File: src/rtl/uart_img_stream_engine.sv
// Image traffic engine for the UART inversion path: streams a host-loaded image
// into the tx side, captures and checks the returned rx words, and offers readback.
module uart_img_stream_engine #(
    parameter int DATA_W         = 8,
    parameter int IMG_BYTES      = 158,
    parameter int INVERT         = 1,
    parameter int TIMEOUT_CYCLES = 2000000,
    parameter int IDX_W          = $clog2(IMG_BYTES + 1)
) (
    input  logic              clock,
    input  logic              reset_rtl,
    input  logic              i_load_valid,
    input  logic [DATA_W-1:0] i_load_data,
    output logic              o_load_ready,
    input  logic              i_start,
    output logic [DATA_W-1:0] o_tx_data,
    output logic              o_tx_data_valid,
    input  logic              i_tx_done,
    input  logic [DATA_W-1:0] i_rx_data,
    input  logic              i_rx_data_valid,
    input  logic [IDX_W-1:0]  i_rd_addr,
    output logic [DATA_W-1:0] o_rd_data,
    output logic              o_busy,
    output logic              o_done,
    output logic              o_timeout,
    output logic [IDX_W:0]    o_err_count,
    output logic [IDX_W-1:0]  o_first_err_idx
);

    localparam int TO_W = $clog2(TIMEOUT_CYCLES + 1);
    localparam logic [IDX_W-1:0] IMG_IDX  = IDX_W'(IMG_BYTES);
    localparam logic [IDX_W-1:0] LAST_IDX = IDX_W'(IMG_BYTES - 1);
    localparam logic [IDX_W-1:0] ONE_IDX  = IDX_W'(1);
    localparam logic [TO_W-1:0]  TO_LAST  = TO_W'(TIMEOUT_CYCLES - 1);
    localparam logic [TO_W-1:0]  TO_ONE   = TO_W'(1);
    localparam logic [IDX_W:0]   ERR_MAX  = '1;

    typedef enum logic [2:0] {
        S_IDLE,
        S_SEND,
        S_WAIT_DONE,
        S_DRAIN,
        S_DONE
    } state_t;

    state_t            state;
    logic [1:0]        rst_sync;
    logic              rst_n_int;
    logic [IDX_W-1:0]  load_ptr;
    logic [IDX_W-1:0]  tx_idx;
    logic [IDX_W-1:0]  rx_idx;
    logic [TO_W-1:0]   to_cnt;
    logic              tx_done_q;

    logic [DATA_W-1:0] img [IMG_BYTES];
    logic [DATA_W-1:0] res [IMG_BYTES];

    logic              tx_rise;
    logic              rx_active;
    logic              rx_in_range;
    logic              rx_write;
    logic              rx_mismatch;
    logic              rx_overflow;
    logic              timeout_hit;
    logic [DATA_W-1:0] img_rx;
    logic [DATA_W-1:0] exp_word;
    logic [IDX_W+1:0]  err_add;
    logic [IDX_W+1:0]  err_sum;
    logic [IDX_W:0]    err_next;
    logic [DATA_W-1:0] rd_word;

    // Reset asserts immediately but releases only on a clock edge.
    always_ff @(posedge clock or negedge reset_rtl) begin
        if (!reset_rtl) rst_sync <= 2'b00;
        else            rst_sync <= {rst_sync[0], 1'b1};
    end
    assign rst_n_int = rst_sync[1];

    assign tx_rise     = i_tx_done & ~tx_done_q;
    assign rx_active   = i_rx_data_valid &&
                         (state == S_SEND || state == S_WAIT_DONE || state == S_DRAIN);
    assign rx_in_range = (rx_idx < IMG_IDX);
    assign rx_write    = rx_active && rx_in_range;
    assign rx_overflow = rx_active && !rx_in_range;
    assign exp_word    = (INVERT != 0) ? ~img_rx : img_rx;
    assign rx_mismatch = rx_write && (i_rx_data != exp_word);
    assign timeout_hit = (state == S_DRAIN) && (rx_idx != IMG_IDX) &&
                         !i_rx_data_valid && (to_cnt == TO_LAST);

    // NOTE: every always_comb output gets a default first so no latch is inferred.
    always_comb begin
        img_rx  = '0;
        rd_word = '0;
        err_add = '0;
        if (rx_in_range) img_rx = img[rx_idx];
        if (i_rd_addr < IMG_IDX) rd_word = res[i_rd_addr];
        if (rx_mismatch || rx_overflow) err_add = {{(IDX_W+1){1'b0}}, 1'b1};
        else if (timeout_hit)           err_add = {2'b00, IMG_IDX - rx_idx};
        err_sum  = {1'b0, o_err_count} + err_add;
        err_next = (err_sum > {1'b0, ERR_MAX}) ? ERR_MAX : err_sum[IDX_W:0];
    end

    // NOTE: image and result memories carry no reset; only their pointers do.
    always_ff @(posedge clock) begin
        if (o_load_ready && i_load_valid) img[load_ptr] <= i_load_data;
        if (rx_write)                     res[rx_idx]   <= i_rx_data;
    end

    always_ff @(posedge clock or negedge rst_n_int) begin
        if (!rst_n_int) o_rd_data <= '0;
        else            o_rd_data <= rd_word;
    end

    // NOTE: sequential state uses non-blocking assignments so all registers
    // update together from the values seen at the clock edge.
    always_ff @(posedge clock or negedge rst_n_int) begin
        if (!rst_n_int) begin
            state           <= S_IDLE;
            load_ptr        <= '0;
            tx_idx          <= '0;
            rx_idx          <= '0;
            to_cnt          <= '0;
            tx_done_q       <= 1'b0;
            o_load_ready    <= 1'b1;
            o_tx_data       <= '0;
            o_tx_data_valid <= 1'b0;
            o_busy          <= 1'b0;
            o_done          <= 1'b0;
            o_timeout       <= 1'b0;
            o_err_count     <= '0;
            o_first_err_idx <= '1;
        end else begin
            tx_done_q       <= i_tx_done;
            o_tx_data_valid <= 1'b0;
            o_err_count     <= err_next;

            if (rx_write) begin
                rx_idx <= rx_idx + ONE_IDX;
                if (rx_mismatch && (o_first_err_idx == '1)) o_first_err_idx <= rx_idx;
            end
            if (rx_active) to_cnt <= '0;

            case (state)
                S_IDLE, S_DONE: begin
                    if (i_load_valid)
                        load_ptr <= (load_ptr == LAST_IDX) ? '0 : load_ptr + ONE_IDX;
                    if (i_start) begin
                        load_ptr        <= '0;
                        tx_idx          <= '0;
                        rx_idx          <= '0;
                        to_cnt          <= '0;
                        o_err_count     <= '0;
                        o_first_err_idx <= '1;
                        o_done          <= 1'b0;
                        o_timeout       <= 1'b0;
                        o_busy          <= 1'b1;
                        o_load_ready    <= 1'b0;
                        state           <= S_SEND;
                    end
                end
                S_SEND: begin
                    o_tx_data       <= img[tx_idx];
                    o_tx_data_valid <= 1'b1;
                    state           <= S_WAIT_DONE;
                end
                S_WAIT_DONE: begin
                    if (tx_rise) begin
                        tx_idx <= tx_idx + ONE_IDX;
                        state  <= (tx_idx == LAST_IDX) ? S_DRAIN : S_SEND;
                    end
                end
                S_DRAIN: begin
                    if (rx_idx == IMG_IDX || timeout_hit) begin
                        o_timeout    <= timeout_hit;
                        o_busy       <= 1'b0;
                        o_done       <= 1'b1;
                        o_load_ready <= 1'b1;
                        state        <= S_DONE;
                    end else if (!i_rx_data_valid) begin
                        to_cnt <= to_cnt + TO_ONE;
                    end
                end
                default: state <= S_IDLE;
            endcase
        end
    end

endmodule
File: config.mk
export PLATFORM = sky130hd
export DESIGN_NAME = uart_img_stream_engine
export DESIGN_NICKNAME = d
export VERILOG_FILES = /design/src/rtl/uart_img_stream_engine.sv
export SDC_FILE = /design/constraint.sdc
export NUM_CORES = 2
export LEC_CHECK = 0
export CORE_ASPECT_RATIO = 0.9
export CORE_MARGIN = 2
export CORE_UTILIZATION = 60
export DETAILED_ROUTE_END_ITERATION = 8
export PLACE_DENSITY_LB_ADDON = 0.25
export SLEW_MARGIN = 30
export SYNTH_ARGS = -nofsm -noshare
export SYNTH_HDL_FRONTEND = slang
export SYNTH_SLANG_ARGS = --single-unit
File: constraint.sdc
create_clock -name clock -period 4 [get_ports clock]
set_input_delay 0.8 -clock clock [delete_from_list [all_inputs] [get_ports clock]]
set_output_delay 0.8 -clock clock [all_outputs]
set_load 0.02 [all_outputs]
Word level (Yosys, flattened, before mapping)
Memory sizes are Yosys's and may differ from the RTL's. A register that Yosys moved wholly into a read port is not among the register bits.
Cells that the tools add are included.
{"block": "totals", "register_bits": 81, "ram_bits": 2528, "inputBits": 30, "output_inout_bits": 38, "elab_cells": 111, "memories": 2}
{"name": "img", "words": 158, "width": 8, "read_ports": 2, "rd_clocked_by_memory_dff": 1, "write_ports": 1, "line": "55", "text": "logic [DATA_W-1:0] img [IMG_BYTES];"}
{"name": "res", "words": 158, "width": 8, "read_ports": 1, "rd_clocked_by_memory_dff": 0, "write_ports": 1, "line": "56", "text": "logic [DATA_W-1:0] res [IMG_BYTES];"}
{"block": "classes", "n_addsub": 6, "n_lt_le_gt_ge": 3, "eq_ne": 14, "muxes": 43, "bitwise": 3, "n_reduce_logical": 25}
{"cell": "8-bit 2-to-1 mux", "count": 16}
{"cell": "21-bit 2-to-1 mux", "count": 4}
{"cell": "21-bit case mux with 2 select lines", "count": 1}
{"cell": "8-bit equality test, second input constant", "count": 4}
{"cell": "9-bit 2-to-1 mux", "count": 3}
{"cell": "8-bit by 1-bit adder with 8-bit output, second input constant", "count": 3}
{"cell": "21-bit by 1-bit adder with 21-bit output, second input constant", "count": 1}
{"cell": "21-bit equality test, second input constant", "count": 1}
{"cell": "8-bit < comparator, second input constant", "count": 2}
{"cell": "8-bit case mux with 2 select lines", "count": 1}
{"cell": "3-bit case mux with 4 select lines", "count": 1}
{"cell": "9-bit by 10-bit adder with 10-bit output", "count": 1}
{"cell": "10-bit by 9-bit > comparator with 1-bit output, second input constant", "count": 1}
{"cell": "1-bit 2-to-1 mux", "count": 10}
{"cell": "1-bit logical AND", "count": 9}
{"cell": "3-bit 2-to-1 mux", "count": 3}
{"cell": "3-bit AND reduction", "count": 3}
{"cell": "8-bit != test", "count": 1}
{"cell": "8-bit != test, second input constant", "count": 1}
{"cell": "8-bit NOT", "count": 1}
{"cell": "8-bit subtractor, first input constant", "count": 1}
{"cell": "3-bit by 2-bit equality test with 1-bit output, second input constant", "count": 2}
{"cell": "1-bit case mux with 2 select lines", "count": 3}
{"cell": "2-bit nonzero test", "count": 3}
{"cell": "other kinds (12)", "count": 18}

Logic depth before layout (Yosys ltp)
{"block": "logic_depth", "word_depth": 13, "ltp_mapped": 31, "depth_no_buf": 23}

Worst setup path before layout
OpenSTA, ideal clock, no wires.
{"block": "synth_timing", "kind": "register to register", "startpoint": "register rx_idx[0]", "endpoint": "register o_err_count[0]", "setup_time_ns": 0.138, "arrival_time_ns": 5.164, "required_time_ns": 3.862, "slack_ns": -1.302, "path_stages_with_launch": 30, "path_buffers": 8, "period_less_slack_ns": 5.302, "path_cell_list": "dfrtp_1 > buf_6 > buf_6 > buf_4 > buf_6 > buf_4 > buf_6 > buf_4 > inv_1 > ha_1 > clkbuf_1 > nand2_1 > nor2_1 > a31oi_1 > and2_1 > o2bb2ai_1 > or4b_4 > nor4_1 > o22ai_1 > ha_1 > a21o_1 > a21oi_1 > o21ai_0 > and2_1 > o21ai_0 > a21oi_1 > nor2_1 > nor2b_1 > o21ai_1 > a21oi_1"}
{"block": "synth_via", "elab_chain_cells": 12, "elab_cells_between_ends": 22, "cone_classes": "add/sub: 2; order compare: 2; eq/ne: 2; mux: 6; bitwise: 1; reduce/logical: 8; memory: 1"}
{"item": "start, declared", "line": "51", "text": "logic [IDX_W-1:0] rx_idx;"}
{"item": "start signal, assigned", "line": "138", "text": "rx_idx <= rx_idx + ONE_IDX;"}
{"item": "memory read 158 x 8 bit or 8-bit < comparator (tied branches)"}
{"item": "8-bit 2-to-1 mux", "line": "95", "text": "if (rx_in_range) img_rx = img[rx_idx];"}
{"item": "8-bit NOT", "line": "85", "text": "assign exp_word = (INVERT != 0) ? ~img_rx : img_rx;"}
{"item": "8-bit != test", "line": "86", "text": "assign rx_mismatch = rx_write && (i_rx_data != exp_word);"}
{"item": "1-bit logical AND", "line": "86"}
{"item": "1-bit logical OR", "line": "97", "text": "if (rx_mismatch || rx_overflow) err_add = {{(IDX_W+1){1'b0}}, 1'b1};"}
{"item": "8-bit 2-to-1 mux (*)", "line": "97"}
{"item": "9-bit by 10-bit adder with 10-bit output (*)", "line": "99", "text": "err_sum = {1'b0, o_err_count} + err_add;"}
{"item": "10-bit by 9-bit > comparator with 1-bit output", "line": "100", "text": "err_next = (err_sum > {1'b0, ERR_MAX}) ? ERR_MAX : err_sum[IDX_W:0];"}
{"item": "9-bit 2-to-1 mux (*)", "line": "100"}
{"item": "9-bit 2-to-1 mux", "line": "147", "text": "if (i_start) begin"}
{"item": "9-bit 2-to-1 mux (*)", "line": "143", "text": "case (state)"}
{"item": "end signal, assigned", "line": "135", "text": "o_err_count <= err_next;"}
{"item": "end, declared", "line": "26", "text": "output logic [IDX_W:0] o_err_count,"}
Every way passes the cells marked *; elsewhere a longest branch is shown, timed or not.
A chain may end at the register's enable or synchronous reset.

Final worst setup path
{"block": "layout_timing", "startpoint": "register rx_idx[0]", "endpoint": "register o_err_count[8]"}
The elaborated chain is that of the path after synthesis.

==> metrics.csv <==
metric,value,unit
setup_violations,9,
r2r_end,o_err_count[8],
synth.top_cell.area_share,67.1,%
synth_seq_cells,2617,
grt_max_degree,103,
pin_count,68,
cp.depth,26,
die_area,192000,um^2
p_leak,44.0,nW
syn_avg_cell_area,18.8,um^2
cts_made_buffers,277,
grt_pass1_wl,484,mm
cpMostUsedCell,buf_6,
areaGrowthSynthToFinish,17.4,%
worstSetupEndpointType,flip-flop,
slew_violations,0,
vias_per_cell,7.07,
yosysTopAreaCell,edfxtp_1,
critPathKind,flip-flop to flip-flop,
drt-initial-drc-count,11100,
setup_slack,-1.83,ns
p_total,0.0735,W
synth_nets,6054,
hold_viol,0,
yosys-top-cells-area,"edfxtp_1, mux4_2, mux2i_1",
ys_seq_area_share,69.1,%
synthDistinctLibCells,80,
start_util,60.2,%
grt_pass1_vias,66800,
final.setup_skew,0.0479,ns
ys.warnings.count,0,
die_width,462,um
netlist_instances,6004,
vias,68100,
dpl_worst_slack,-2.49,ns
holdBufCountCts,0,
tns,-16.28,ns
crit_family,compound AO/OA/AOI/OAI gates,
port_buffers,67,
drive_gt1_share,33.3,%
worst_pin_slew,1.14,ns
cp.required,4.77,ns
hpwl,224,mm
crit_start,rx_idx[0],
die_h,416,um
cts_buffer_depth,4,
ant_nets,0,
clock_sinks,2617,
layout_min_cycle_time,5.83,ns
place.gp.congestion,1.02,
fmax,172,MHz
clk_pin_slew,0.06,ns
maxSlewHeadroom,23.4,%
cp.arrival,6.60,ns
clock_latency,0.93,ns
p_per_area,554,nW/um^2
antenna_found_initial,21,
fin_crit_sh,146,%
cts_tree,done,
crit_fanout,18,
crit_path_start_kind,flip-flop,
nets,6973,
first_pass_iters,8,
worstRegToRegCells,26,
num_rows,151,
layout_commonest_cell,edfxtp_1,
root_buffer,clkbuf_16,
remaining_drc_errors,0,
synth-edff-count,2528,
maxCapViolCount,0,
syn_area,113000,um^2
rr_startpoint,rx_idx[0],
grt_overflow_total,0,
outcome,finished with violations,
timing.critical_path.buf_inv,6,
rsz0062_at_grt,true,
grtUsageTotal,35.7,%
peakVddDrop,0.518,mV
endpoint,o_err_count[8],
critPathSlowestCell,mux4_2,
async_flop_share,3.40,%
min-delay-path-class,input pin to asynchronous set/reset pin,
drt-total-wl,341,mm
mostFrequentLayoutCells,"edfxtp_1, buf_4, mux4_2",
wire_per_inst,35.3,um
rrSetupSlack,-1.83,ns
core_region_area,188000,um^2
cts_max_level,5,
violations,negative setup slack,
critPathMaxStageDelay,0.55,ns
dominantRegCellSynth,edfxtp_1,
## sequential cells by signal, summed over array words and instances (netlist names), 9 cells and up
name         flops
o_err_count      9
img           1264
to_cnt          21
res           1264
## through the flow
| step | std cells | hold WS [ns] | utilization (%) | cell area [um^2] |
|---|---|---|---|---|
| finish | 9639 | 0.0470 | 70.7 | 133000 |
| CTS | 9625 | 0.00597 | 70.5 | 132000 |
| floorplan | 6004 | 0.331 | - | 113000 |
| global route | 9635 | 0.0349 | 70.7 | 133000 |
| detailed placement | 9122 | 0.346 | 65.7 | 123000 |
| global placement | 9122 | 0.342 | 65.7 | 123000 |
## routing by layer
layer  routed length, um  vias up  part of all wire, %  GRT usage (%)
met5                  56        -                0.016              0
met2              148000     5231                   44           50.1
met4               14000       10                  4.1           12.9
li1                    -    26800                    -              -
met1              125000    35200                   37           52.4
met3               53200      858                   16           12.6
## cells in the mapped netlist (11+ instances only)
library cell / instances
and3_1: 16
buf_1: 74
inv_1: 21
and2_1: 20
o21ai_0: 111
nand2_1: 185
buf_6: 12
o211ai_1: 12
nand4_1: 37
xor2_1: 14
nor2_1: 468
o221ai_1: 74
nor3_1: 28
buf_4: 37
dfrtp_1: 80
nand2b_1: 24
nor2b_1: 28
a21oi_1: 118
mux2i_1: 440
nand3_1: 110
a211oi_1: 19
a22o_1: 11
mux2_2: 27
clkbuf_1: 227
o22ai_1: 59
edfxtp_1: 2528
buf_2: 60
or3_1: 16
o31ai_1: 17
ha_1: 19
a22oi_1: 110
mux4_2: 861
a31oi_1: 12
## cell type report
class | instances | area, um^2
diodes | 4 | 10.0
clock buffers | 352 | 7470
clock inverters | 115 | 963
fillers | 11300 | 55000
inverters | 22 | 87.6
multi-input cells | 2954 | 33500
flip-flops and latches | 2617 | 78200
well taps | 2524 | 3160
repair buffers | 1051 | 9400
## how the worst min path moves through the flow
stage,startpoint,to,slack [ns]
4_1_cts,reset_rtl,rst_sync[1],0.006
3_5_place_dp,rst_sync[0],rst_sync[1],0.35
2_1_floorplan,rst_sync[0],rst_sync[1],0.33
6_report,reset_rtl,rst_sync[1],0.05
3_3_place_gp,rst_sync[0],rst_sync[1],0.34
5_1_grt,reset_rtl,rst_sync[1],0.03
## worst register-to-register path, cell delays in order (launching register included)
cell and delay [ns]:
dfrtp_4 0.53, buf_6 0.16, buf_12 0.20, buf_6 0.27, mux4_2 0.56, a22oi_1 0.22, nand4_1 0.33, a32oi_2 0.49
nand4_1 0.21, xor2_1 0.21, a31oi_2 0.14, nor4_4 0.51, buf_4 0.20, o22ai_2 0.05, ha_2 0.19, buf_6 0.11
a21o_1 0.17, a21oi_2 0.15, o21ai_1 0.10, and2_4 0.15, o21ai_4 0.13, a21oi_2 0.07, nor2_2 0.11, buf_4 0.14
o2111ai_2 0.08, a21oi_1 0.17, nor2_1 0.05
## cell families after synthesis
group	count (synthesis)	synth area share (%)
other cells	1	0.00332
buf+inv	433	1.72
flops	2617	69.1
compound gates	617	3.68
mux	1328	21.3
xor+xnor	23	0.178
fa+ha+maj	20	0.228
simple gates	965	3.81
## repair_timing
item / CTS / global route
setup buffers: 33 / 12
pin swaps: 14 / 25
cloned: 3 / 0
endpoints found under the setup margin: 17 / 17
gates resized for setup: 69 / 52
## power breakdown
part | total [W] | switching (W) | leakage, nW | internal, W
Sequential | 0.0306 | 0.000251 | 23.9 | 0.0303
Clock | 0.0245 | 0.0103 | 4.12 | 0.0142
Combinational | 0.0184 | 0.00994 | 16.0 | 0.00849
No activity file was read; power rests on OpenSTA's default activity.
